**config.mk**
```make
export PLATFORM = sky130hd
export DESIGN_NAME = adder_pipe_param
export DESIGN_NICKNAME = d
export VERILOG_FILES = /design/src/rtl/adder_pipe_pkg.sv /design/src/rtl/adder_seg.sv /design/src/rtl/adder_pipe_param.sv
export SDC_FILE = /design/constraint.sdc
export NUM_CORES = 1
export LEC_CHECK = 0
export ABC_CLOCK_PERIOD_IN_PS = 5200
export CORE_UTILIZATION = 60
export DETAILED_ROUTE_END_ITERATION = 10
export PLACE_DENSITY = 0.86
export SYNTH_ARGS = -nofsm -noshare
export SYNTH_HDL_FRONTEND = slang
export SYNTH_HIERARCHICAL = 1
export SYNTH_SLANG_ARGS = --single-unit
```
**constraint.sdc**
```tcl
create_clock -name clk -period 5.2 [get_ports clk]
set_input_delay 0.78 -clock clk [delete_from_list [all_inputs] [get_ports clk]]
set_output_delay 0.78 -clock clk [all_outputs]
set_load 0.02 [all_outputs]
```
**src/rtl/adder_pipe_pkg.sv**
```systemverilog
// Shared constants and helpers for the segmented pipelined adder.
package adder_pipe_pkg;

    localparam int DEF_WIDTH  = 16;
    localparam int DEF_STAGES = 4;

    // Bits per carry segment; guards against a zero stage count so that the
    // legality check in the top module reports the problem instead of a
    // divide-by-zero during elaboration.
    function automatic int seg_width(input int width, input int stages);
        return (stages > 0) ? (width / stages) : width;
    endfunction

endpackage

```
**src/rtl/adder_seg.sv**
```systemverilog
// One carry segment: SEG-bit adder with carry-in, carry-out and the carry
// that enters its most significant bit (needed for signed overflow).
module adder_seg
    import adder_pipe_pkg::*;
#(
    parameter int SEG = 4
) (
    input  logic [SEG-1:0] a,
    input  logic [SEG-1:0] b,
    input  logic           ci,
    output logic [SEG-1:0] s,
    output logic           co,
    output logic           c_msb
);

    logic [SEG:0] full;

    assign full  = {1'b0, a} + {1'b0, b} + {{SEG{1'b0}}, ci};
    assign s     = full[SEG-1:0];
    assign co    = full[SEG];
    // The MSB sum bit is a ^ b ^ carry-in, so the carry-in is recoverable.
    assign c_msb = a[SEG-1] ^ b[SEG-1] ^ full[SEG-1];

endmodule

```
**src/rtl/adder_pipe_param.sv**
```systemverilog
// Pipelined add/subtract unit. The operands are cut into STAGES carry
// segments; each pipeline stage adds one segment using the carry registered
// by the previous stage. Unconsumed operand bits travel forward with the
// transaction and finished sum bits accumulate, so the whole result leaves
// the last stage at once. A single enable stalls every stage together.
module adder_pipe_param
    import adder_pipe_pkg::*;
#(
    parameter int WIDTH  = DEF_WIDTH,
    parameter int STAGES = DEF_STAGES
) (
    input  logic             clk,
    input  logic             rst,
    input  logic             in_valid,
    output logic             in_ready,
    input  logic [WIDTH-1:0] cin_a,
    input  logic [WIDTH-1:0] cin_b,
    input  logic             cin,
    input  logic             sub,
    output logic             out_valid,
    input  logic             out_ready,
    output logic [WIDTH-1:0] sum,
    output logic             cout,
    output logic             ovf
);

    localparam int SEG = seg_width(WIDTH, STAGES);

    if ((STAGES < 1) || ((WIDTH % STAGES) != 0)) begin : g_bad_params
        $error("adder_pipe_param: WIDTH must be a positive multiple of STAGES");
    end

    // Whole pipeline moves when the output slot is empty or being drained.
    logic en;
    assign en       = !out_valid || out_ready;
    assign in_ready = en;

    for (genvar k = 0; k < STAGES; k++) begin : g_stage
        localparam int LO   = k * SEG;
        localparam int IN_W = WIDTH - LO;

        logic [IN_W-1:0]     a_in;
        logic [IN_W-1:0]     b_in;
        logic                c_in;
        logic                vld_in;
        logic [SEG-1:0]      seg_s;
        logic                seg_co;
        logic                seg_cmsb;
        logic [LO+SEG-1:0]   s_next;
        logic [LO+SEG-1:0]   s_p;
        logic                c_p;
        logic                vld_p;

        if (k == 0) begin : g_head
            // Subtraction is A + ~B + ~borrow.
            assign a_in   = cin_a;
            assign b_in   = cin_b ^ {WIDTH{sub}};
            assign c_in   = cin ^ sub;
            assign vld_in = in_valid;
            assign s_next = seg_s;
        end else begin : g_body
            assign a_in   = g_stage[k-1].g_up.a_p;
            assign b_in   = g_stage[k-1].g_up.b_p;
            assign c_in   = g_stage[k-1].c_p;
            assign vld_in = g_stage[k-1].vld_p;
            assign s_next = {seg_s, g_stage[k-1].s_p};
        end

        adder_seg #(.SEG(SEG)) u_seg (
            .a     (a_in[SEG-1:0]),
            .b     (b_in[SEG-1:0]),
            .ci    (c_in),
            .s     (seg_s),
            .co    (seg_co),
            .c_msb (seg_cmsb)
        );

        // ---- stage k register boundary ----
        // Valid follows every advance; data loads only with a real transaction
        // so idle slots keep their reset value.
        always_ff @(posedge clk or posedge rst) begin
            if (rst) begin
                vld_p <= 1'b0;
                c_p   <= 1'b0;
                s_p   <= '0;
            end else if (en) begin
                vld_p <= vld_in;
                if (vld_in) begin
                    c_p <= seg_co;
                    s_p <= s_next;
                end
            end
        end

        if (k < STAGES - 1) begin : g_up
            logic [IN_W-SEG-1:0] a_p;
            logic [IN_W-SEG-1:0] b_p;
            logic                tap_unused;

            // Only the MSB segment needs its internal carry tap.
            assign tap_unused = seg_cmsb;

            // Delay the operand segments that later stages still have to add.
            always_ff @(posedge clk or posedge rst) begin
                if (rst) begin
                    a_p <= '0;
                    b_p <= '0;
                end else if (en && vld_in) begin
                    a_p <= a_in[IN_W-1:SEG];
                    b_p <= b_in[IN_W-1:SEG];
                end
            end
        end else begin : g_tail
            logic ovf_p;

            // Signed overflow: carry into the MSB differs from carry out of it.
            always_ff @(posedge clk or posedge rst) begin
                if (rst) begin
                    ovf_p <= 1'b0;
                end else if (en && vld_in) begin
                    ovf_p <= seg_cmsb ^ seg_co;
                end
            end
        end
    end

    assign out_valid = g_stage[STAGES-1].vld_p;
    assign sum       = g_stage[STAGES-1].s_p;
    assign cout      = g_stage[STAGES-1].c_p;
    assign ovf       = g_stage[STAGES-1].g_tail.ovf_p;

endmodule

```
==> results.sh, run 1 <==
export IMPL_status="completed"
export IMPL_antenna_found_initial=0
export IMPL_grt_setup_unrepaired="no"
export IMPL_holdBufCountCts=0
export IMPL_die_w_um=89.1
export IMPL_via_count=2418
export IMPL_clock_skew_ns=0.0102
export IMPL_ys_flop_type="dfrtp_1"
export IMPL_io_pins=58
export IMPL_dpl_cell_count=457
export IMPL_synth_cell_types=24
export IMPL_die_area_mm2=0.00794
export IMPL_yosys_area_top_type="dfrtp_1"
export IMPL_place_congestion=0.774
export IMPL_layout_nets=427
export IMPL_grt_pass1_vias=2486
export IMPL_overflow=0
export IMPL_cellPowerDensity_mw_per_mm2=620
export IMPL_tightest_slew_ns=0.898
export IMPL_yosysTopAreaCellShare=0.533
export IMPL_grt_max_degree=57
export IMPL_final_util=0.730
export IMPL_critPathCaptureType="flip-flop"
export IMPL_cts_buffers=9
export IMPL_avgSynthCellArea_um2=14.5
export IMPL_final_cells=472
export IMPL_synth_common_cells="dfrtp_1 (97), mux2_2 (44), mux2_4 (38)"
export IMPL_required_ns=5.45
export IMPL_fmax_mhz=326
export IMPL_cpMostUsedCell="fa_1"
export IMPL_multi_input_area_mm2=0.00193
export IMPL_crit_fanout=17
export IMPL_die_y_um=89.1
export IMPL_cts_resized=0
export IMPL_finalCritPeriodShare=0.591
export IMPL_dr_first_iter_drc_count=111
export IMPL_insertion_delay_ns=0.37
export IMPL_path_class="in2reg"
export IMPL_cap_violations=0
export IMPL_tns_ns=0
export IMPL_worstPathArrival_ns=3.32
export IMPL_yosysMostFrequentCell="dfrtp_1"
export IMPL_fillers=510
export IMPL_row_count=31
export IMPL_layout_drive_gt1_share=0.282
export IMPL_syn_inst=313
export IMPL_ys_ff_latch=97
export IMPL_vias_per_cell=5.12
export IMPL_initial_core_util=0.624
export IMPL_wl_per_cell_um=15.1
export IMPL_synthArstFlopShare=1.00
export IMPL_cts_setup_buffers=0
export IMPL_clock_sinks=97
export IMPL_path_clk_slew_ns=0.09
export IMPL_grt_first_pass_wirelength_um=11900
export IMPL_regArea_mm2=0.00243
export IMPL_drcViolationCount=0
export IMPL_synth_edff_count=0
export IMPL_syn_nets=371
export IMPL_max_stage_delay_ns=1.06
export IMPL_min_period_ns=3.07
export IMPL_antenna_cells=0
export IMPL_synth_warnings=6
export IMPL_ys_seq_area_frac=0.533
export IMPL_critPathSlowestCell="clkdlybuf4s50_1"
export IMPL_critPathLaunchType="input port"
export IMPL_core_area_mm2=0.00729
export IMPL_hold_viol=0
export IMPL_grt_util_all_layers=0.202
export IMPL_synthTopCellsByArea="dfrtp_1 (53%), mux2_4 (13%), mux2_2 (11%)"
export IMPL_clk_path_buf_depth=2
export IMPL_max_vdd_ir_drop_uv=213
export IMPL_drt_wl_total_um=7110
export IMPL_setup_viol=0
export IMPL_syn_area_mm2=0.00455
export IMPL_root_buffer="clkbuf_8"
export IMPL_cts_tree="done"
export IMPL_p_total_mw=3.30
export IMPL_portBuffers=57
export IMPL_syn2layout_area_growth_pct=16.9
export IMPL_dr_pass1_iters=4
export IMPL_postRouteAntennaNets=0
export IMPL_slew_violations=0
export IMPL_slew_headroom=0.400
export IMPL_leakagePower_nw=2.40
export IMPL_crit_chain="clkdlybuf4s50_1 > xor2_1 > fa_1 > inv_1 > fa_1 > nor2b_1 > o21ai_0 > nand2b_1 > mux2_2"
export IMPL_hpwl_um=5130
export IMPL_htree_levels=3
export IMPL_min_path_type="reg2reg"
[worst paths after layout]
kind | from | slack, ns | endpoint | cells past startpoint
min in group asynchronous | rst | 0.85 | sum[1] | 2
hold / removal | g_stage[2].vld_p | 0.50 | out_valid | 2
hold reg to reg | g_stage[2].vld_p | 0.50 | out_valid | 2
max in group asynchronous | rst | 3.36 | out_valid | 3
setup / recovery | sub | 2.13 | g_stage[0].c_p | 9
setup reg to reg | g_stage[2].g_up.a_p[0] | 3.20 | ovf | 8
[worst max-delay path: cells and delay by family]
kind / cells / cell delay (ns)
xor+xnor: 1 / 0.19
fa+ha+maj: 2 / 0.65
mux: 1 / 0.26
compound gates: 1 / 0.14
buf+inv: 2 / 1.15
simple gates: 2 / 0.15
[placed cells by master, fill, tap and decap left out, types with 2 or more instances in the layout]
cell             instances
mux2_2                  44
ha_1                    12
dfrtp_1                 97
nand2_1                  4
o21ai_0                  6
clkbuf_8                 9
nand2_2                  2
inv_1                   18
clkinv_4                 2
nand2b_1                 4
fa_1                     8
a21oi_1                 28
mux2_4                  38
nor2b_1                  4
clkdlybuf4s50_1         57
xor2_1                  10
xnor2_1                 16
nand3_1                  4
[flip-flops by register name (all words and copies together) (netlist names)]
signal	flops
ovf	1
out_valid	1
g_stage.c_p	3
g_stage.g_up.b_p	24
sum	16
g_stage.g_up.a_p	24
g_stage.vld_p	3
cout	1
g_stage.s_p	24
[per-stage QoR]
step	hold WS [ns]	cell area, µm²	setup WS, ns
floorplan	0.457	4550	1.89
global placement	0.470	5130	1.84
detailed placement	0.472	5130	1.74
CTS	0.496	5320	2.12
global route	0.524	5320	1.88
finish	0.496	5320	2.13
[report_power, final]
| part | internal (mW) | switching [mW] | total [mW] |
|---|---|---|---|
| Clock | 0.222 | 0.257 | 0.479 |
| Combinational | 0.874 | 0.618 | 1.49 |
| Sequential | 1.11 | 0.220 | 1.33 |
| Total | 2.20 | 1.10 | 3.30 |
[final cells by class]
type                            instances  share of cell area
Clock inverter                          6              0.0129
Sequential cell                        97               0.456
Inverter                               19              0.0139
Timing Repair Buffer                   58               0.109
Multi-Input combinational cell        184               0.362
Clock buffer                            9              0.0233
Tap cell                               99              0.0233
[kinds of logic after synthesis]
| logic type | Yosys count | share of synthesized area |
|---|---|---|
| DFF | 97 | 0.533 |
| muxes | 82 | 0.234 |
| adders and majority gates | 20 | 0.0682 |
| and+or+nand+nor | 22 | 0.0333 |
| xor gates and xnor gates | 26 | 0.0500 |
| buffers and inverters | 32 | 0.0437 |
| AOI/OAI and AO/OA | 34 | 0.0374 |
[metal layers]
metal | wire [µm] | part of all wire | track usage | up-vias
met4 | 91 | 0.013 | 0.0895 | 0
met2 | 3490 | 0.49 | 0.320 | 48
li1 | - | - | - | 1176
met1 | 3360 | 0.47 | 0.277 | 1186
met3 | 166 | 0.023 | 0.0314 | 8
met5 | 0 | 0 | 0 | -
No activity file was read; power rests on OpenSTA's default activity.
==> inputs of run 2 (changes only) <==
--- a/config.mk
+++ b/config.mk
@@ -5,10 +5,10 @@
 export SDC_FILE = /design/constraint.sdc
 export NUM_CORES = 1
 export LEC_CHECK = 0
-export ABC_CLOCK_PERIOD_IN_PS = 5200
-export CORE_UTILIZATION = 60
+export ABC_CLOCK_PERIOD_IN_PS = 2900
+export CORE_UTILIZATION = 55
 export DETAILED_ROUTE_END_ITERATION = 10
-export PLACE_DENSITY = 0.86
+export PLACE_DENSITY = 0.79
 export SYNTH_ARGS = -nofsm -noshare
 export SYNTH_HDL_FRONTEND = slang
 export SYNTH_HIERARCHICAL = 1
==> constraint.sdc (replaced) <==
create_clock -name clk -period 2.9 [get_ports clk]
set_input_delay 0.435 -clock clk [delete_from_list [all_inputs] [get_ports clk]]
set_output_delay 0.435 -clock clk [all_outputs]
set_load 0.02 [all_outputs]
==> run 2 against run 1 <==
  * Routed wire length decreased by 2.4%
  * Sequential power up 79%
  * Clock skew down 0.0023 ns
  * Critical endpoint is now in_ready
  * Largest power group unchanged
  * Highest routed layer unchanged
  * Core utilization decreased by 4.8 points
  * Largest cell class unchanged
  * Setup slack worse by 1.5 ns
  * Combinational power increased by 77%
  * Total power is 78% higher
  * Critical path type is now in2out
  * Die area up 8.9%
==> results.sh, run 2 (synthesis results as in run 1) <==
export IMPL_vias_per_cell=5.03
export IMPL_syn2layout_area_growth_pct=17.6
export IMPL_drcViolationCount=0
export IMPL_holdBufCountCts=0
export IMPL_p_total_mw=5.88
export IMPL_die_area_mm2=0.00864
export IMPL_cts_setup_buffers=0
export IMPL_critPathCaptureType="primary output"
export IMPL_path_class="in2out"
export IMPL_final_cell_mix="dfrtp_1 (97), clkdlybuf4s50_1 (57), mux2_2 (44), mux2_4 (38), a21oi_1 (28)"
export IMPL_crit_chain="clkdlybuf4s50_1 > nand2b_4 > clkdlybuf4s50_1"
export IMPL_cellPowerDensity_mw_per_mm2=1100
export IMPL_die_w_um=93.0
export IMPL_overflow=0
export IMPL_io_pins=58
export IMPL_min_period_ns=2.30
export IMPL_setup_ws_ns=0.604
export IMPL_cpMostUsedCell="clkdlybuf4s50_1"
export IMPL_antenna_found_initial=0
export IMPL_setup_viol=0
export IMPL_cts_buffers=9
export IMPL_grt_pass1_vias=2525
export IMPL_drt_wl_total_um=6940
export IMPL_hpwl_um=5010
export IMPL_postRouteAntennaNets=0
export IMPL_place_congestion=0.785
export IMPL_fmax_mhz=435
export IMPL_layout_drive_gt1_share=0.286
export IMPL_required_ns=2.47
export IMPL_slew_headroom=0.577
export IMPL_insertion_delay_ns=0.35
export IMPL_die_y_um=93.0
export IMPL_cts_resized=0
export IMPL_portBuffers=57
export IMPL_fillers=591
export IMPL_layout_nets=430
export IMPL_htree_levels=3
export IMPL_post_place_ws_ns=0.276
export IMPL_r2r_start="g_stage[2].g_up.a_p[0]"
export IMPL_top_regs="g_stage.g_up.a_p x24, g_stage.g_up.b_p x24, g_stage.s_p x24"
export IMPL_worst_r2r_path_depth=8
export IMPL_finalCritPeriodShare=0.792
export IMPL_grt_setup_unrepaired="no"
export IMPL_min_path_cells=1
export IMPL_grt_util_all_layers=0.186
export IMPL_initial_core_util=0.580
export IMPL_grt_first_pass_wirelength_um=12200
export IMPL_critPathLaunchType="input port"
export IMPL_max_vdd_ir_drop_uv=344
export IMPL_final_common_cell="dfrtp_1"
export IMPL_wl_per_cell_um=14.5
export IMPL_slew_violations=0
export IMPL_root_buffer="clkbuf_8"
export IMPL_cts_tree="done"
export IMPL_worstPathArrival_ns=1.86
export IMPL_clk_path_buf_depth=2
export IMPL_tns_ns=0
export IMPL_hold_viol=0
export IMPL_core_area_mm2=0.00785
export IMPL_min_path_type="reg2reg"
export IMPL_via_count=2410
export IMPL_r2r_end="ovf"
export IMPL_max_stage_delay_ns=0.67
export IMPL_grt_max_degree=54
export IMPL_hp_start="g_stage[0].g_up.b_p[4]"
export IMPL_dr_first_iter_drc_count=57
export IMPL_holdPathEnd="g_stage[1].g_up.b_p[0]"
export IMPL_final_util=0.682
export IMPL_row_count=32
export IMPL_crit_fanout=21
export IMPL_dr_pass1_iters=4
export IMPL_reg2reg_slack_ns=0.88
export IMPL_clock_sinks=97
export IMPL_leakagePower_nw=2.41
export IMPL_status="completed"
export IMPL_antenna_cells=0
export IMPL_critPathSlowestCell="clkdlybuf4s50_1"
export IMPL_path_clk_slew_ns=0.09
export IMPL_tightest_slew_ns=0.634
export IMPL_cap_violations=0
export IMPL_clock_skew_ns=0.00799
run 2: cell types whose count changed in the layout (fill, tap and decap cells not counted):
| cell | change |
|---|---|
| inv_4 | -1 |
| clkinv_4 | -2 |
| clkinvlp_4 | +2 |
| clkbuf_8 | +1 |
| clkbuf_1 | +1 |
| buf_4 | +3 |
| clkinv_2 | +1 |
| inv_6 | -1 |
run 2: power by group:
part | leakage (nW) | switching (mW) | internal (mW)
clock | 0.0953 | 0.446 | 0.420
combinational | 1.20 | 1.08 | 1.56
sequential | 1.12 | 0.392 | 1.99
total | 2.41 | 1.92 | 3.97
run 2: per-layer routing:
metal | track usage | vias up | part of all wire
met5 | 0 | - | 0
met4 | 0.0821 | 0 | 0.020
met3 | 0.0390 | 9 | 0.026
met2 | 0.287 | 41 | 0.48
met1 | 0.256 | 1184 | 0.48
li1 | - | 1176 | -
run 2: worst max path at each step:
stage | startpoint | endpoint | slack (ns) | depth (start not counted)
floorplan | sub | g_stage[0].c_p | 0.69 | 10
global placement | sub | g_stage[0].s_p[2] | 0.38 | 7
detailed placement | sub | g_stage[0].s_p[2] | 0.28 | 7
CTS | out_ready | in_ready | 0.59 | 3
global route | sub | g_stage[0].c_p | 0.56 | 9
finish | out_ready | in_ready | 0.60 | 3
run 2: area by class of cell:
class	count	area (µm²)	area share
Clock inverter	5	55.1	0.0103
Inverter	19	75.1	0.0140
Tap cell	102	128	0.0238
Clock buffer	11	141	0.0264
Sequential cell	97	2430	0.453
Timing Repair Buffer	61	601	0.112
Multi-Input combinational cell	184	1930	0.360
run 2: worst max-delay path: cells and delay by family:
| family | cells | cell delay (ns) |
|---|---|---|
| buffers and inverters | 2 | 1.13 |
| and+or+nand+nor | 1 | 0.30 |
run 2: stage by stage:
stage                     hold slack [ns]  cells  instance area (µm²)
after global placement              0.470    463                 5160
after global routing                0.528    479                 5350
after detailed placement            0.481    463                 5160
after floorplan                     0.457    313                 4560
after CTS                           0.502    479                 5350
final                               0.502    479                 5350
==> inputs of run 3 (changes only) <==
--- a/config.mk
+++ b/config.mk
@@ -5,7 +5,7 @@
 export SDC_FILE = /design/constraint.sdc
 export NUM_CORES = 1
 export LEC_CHECK = 0
-export ABC_CLOCK_PERIOD_IN_PS = 2900
+export ABC_CLOCK_PERIOD_IN_PS = 2140
 export CORE_UTILIZATION = 55
 export DETAILED_ROUTE_END_ITERATION = 10
 export PLACE_DENSITY = 0.79
==> constraint.sdc (replaced) <==
create_clock -name clk -period 2.14 [get_ports clk]
set_input_delay 0.321 -clock clk [delete_from_list [all_inputs] [get_ports clk]]
set_output_delay 0.321 -clock clk [all_outputs]
set_load 0.02 [all_outputs]
==> run 3 against run 2 <==
  * Register-to-register slack worse by 0.70 ns
  * Critical path depth is 5 higher
  * Sequential cell count did not move
  * Routed wire length fell by 0.26%
  * Combinational power increased by 36%
  * Total power increased by 35%
  * Core utilization up 0.57 points
  * Clock-buffer cell count is 1 higher
  * Final area rose by 0.84%
  * Die area unchanged
  * Sequential power up 36%
  * Setup slack got worse by 0.42 ns
  * Largest cell class unchanged
  * Highest routed layer unchanged
==> results.sh, run 3 (synthesis results as in run 1) <==
export IMPL_reg2reg_slack_ns=0.18
export IMPL_critPathSlowestCell="fa_1"
export IMPL_tightest_slew_ns=0.551
export IMPL_postRouteAntennaNets=0
export IMPL_fillers=563
export IMPL_die_area_mm2=0.00864
export IMPL_crit_fanout=2
export IMPL_hpwl_um=5230
export IMPL_insertion_delay_ns=0.35
export IMPL_grt_pass1_vias=2515
export IMPL_finalCritPeriodShare=0.916
export IMPL_min_path_type="in2async"
export IMPL_clock_skew_ns=0.00975
export IMPL_clock_sinks=97
export IMPL_final_area_mm2=0.00540
export IMPL_cap_violations=0
export IMPL_worstPathArrival_ns=2.21
export IMPL_layout_drive_gt1_share=0.295
export IMPL_antenna_found_initial=0
export IMPL_grt_first_pass_wirelength_um=12200
export IMPL_io_pins=58
export IMPL_root_buffer="clkbuf_8"
export IMPL_drt_wl_total_um=6920
export IMPL_status="completed"
export IMPL_cpMostUsedCell="fa_1"
export IMPL_top_layer="met4"
export IMPL_max_stage_delay_ns=0.45
export IMPL_r2r_start="g_stage[2].g_up.a_p[0]"
export IMPL_slew_headroom=0.632
export IMPL_wl_per_cell_um=14.4
export IMPL_slew_violations=0
export IMPL_grt_util_all_layers=0.184
export IMPL_overflow=0
export IMPL_final_cell_mix="dfrtp_1 (97), clkdlybuf4s50_1 (56), mux2_2 (44), mux2_4 (38), a21oi_1 (28)"
export IMPL_core_area_mm2=0.00785
export IMPL_dr_first_iter_drc_count=57
export IMPL_final_cells=482
export IMPL_path_class="reg2reg"
export IMPL_leakagePower_nw=2.45
export IMPL_die_y_um=93.0
export IMPL_vias_per_cell=5.11
export IMPL_r2r_end="ovf"
export IMPL_dpl_cell_count=466
export IMPL_antenna_cells=0
export IMPL_final_common_cell="dfrtp_1"
export IMPL_initial_core_util=0.580
export IMPL_cts_tree="done"
export IMPL_drcViolationCount=0
export IMPL_die_w_um=93.0
export IMPL_layout_nets=433
export IMPL_via_count=2462
export IMPL_grt_max_degree=39
export IMPL_cts_setup_buffers=0
export IMPL_row_count=32
export IMPL_place_congestion=0.786
export IMPL_path_clk_slew_ns=0.09
export IMPL_clk_path_buf_depth=2
export IMPL_dpl_instance_area_mm2=0.00520
export IMPL_setup_viol=0
export IMPL_min_period_ns=1.96
export IMPL_drt_met1_wl_um=3350
export IMPL_dr_pass1_iters=4
export IMPL_critPathCaptureType="flip-flop"
export IMPL_hold_viol=0
export IMPL_max_vdd_ir_drop_uv=565
export IMPL_cellPowerDensity_mw_per_mm2=1470
export IMPL_syn2layout_area_growth_pct=18.6
export IMPL_htree_levels=3
export IMPL_fmax_mhz=510
export IMPL_crit_chain="fa_1 > inv_1 > fa_1 > nor2b_1 > o21ai_0 > nand2b_1 > xor2_1 > mux2_2"
export IMPL_route_met3_wl_um=218
export IMPL_dr_wl_met2_um=3240
export IMPL_cts_buffers=9
export IMPL_critPathLaunchType="flip-flop"
export IMPL_portBuffers=57
export IMPL_required_ns=2.39
export IMPL_worst_r2r_path_depth=8
export IMPL_top_regs="g_stage.g_up.a_p x24, g_stage.g_up.b_p x24, g_stage.s_p x24"
export IMPL_grt_setup_unrepaired="no"
run 3: cell types whose count changed in the layout (fill, tap and decap cells not counted), sizes merged:
cell,before,now
buf,4,7
bufinv,1,0
clkbuf,11,12
clkdlybuf4s50,57,56
clkinv,2,3
clkinvlp,3,2
dlymetal6s2s,0,1
run 3: area by class of cell:
class	count	area, µm²	area share
flip-flops and latches	97	2430	0.450
clock inverters	4	26.3	0.00487
multi-input cells	184	1930	0.357
inverters	19	75.1	0.0139
well taps	102	128	0.0236
repair buffers	64	651	0.121
clock buffers	12	165	0.0306
run 3: power breakdown:
group	leakage [nW]	switching [mW]	internal (mW)
combinational	1.23	1.47	2.13
sequential	1.12	0.533	2.69
clock	0.0984	0.598	0.516
run 3: how the worst max path moves through the flow:
stage | from | to | slack [ns]
after detailed placement | sub | g_stage[0].c_p | -0.32
after global placement | sub | g_stage[0].c_p | -0.24
after global routing | g_stage[2].g_up.a_p[0] | ovf | 0.007
final | g_stage[2].g_up.a_p[0] | ovf | 0.18
after floorplan | sub | g_stage[0].c_p | 0.04
after CTS | sub | g_stage[0].c_p | 0.06
run 3: metrics by stage:
stage	total power [mW]	setup TNS (ns)	util	hold WS (ns)	setup slack [ns]
floorplan	5.97	0	-	0.457	0.0406
global placement	6.73	-0.644	0.663	0.470	-0.239
detailed placement	6.91	-0.861	0.663	0.482	-0.322
CTS	8.02	0	0.688	0.380	0.0630
global route	8.55	0	0.688	0.401	0.00705
finish	7.94	0	0.688	0.368	0.180
run 3: worst max-delay path: cells and delay by family (launching register included):
family / cells / cell delay (ns)
mux: 1 / 0.25
xor+xnor: 1 / 0.16
simple gates: 2 / 0.16
buf+inv: 1 / 0.08
compound gates: 1 / 0.14
fa+ha+maj: 2 / 0.66
flops: 1 / 0.41
run 3: repair_timing:
item | 4_1_cts | 5_1_grt
endpoints found under the setup margin | 0 | 1
resized for setup | 0 | 1
hold buffers | 0 | 0
run 3: metal layers:
layer,global-route usage,vias to the layer above
li1,-,1191
met1,0.262,1211
met2,0.282,51
met3,0.0366,9
met4,0.0692,0
met5,0,-
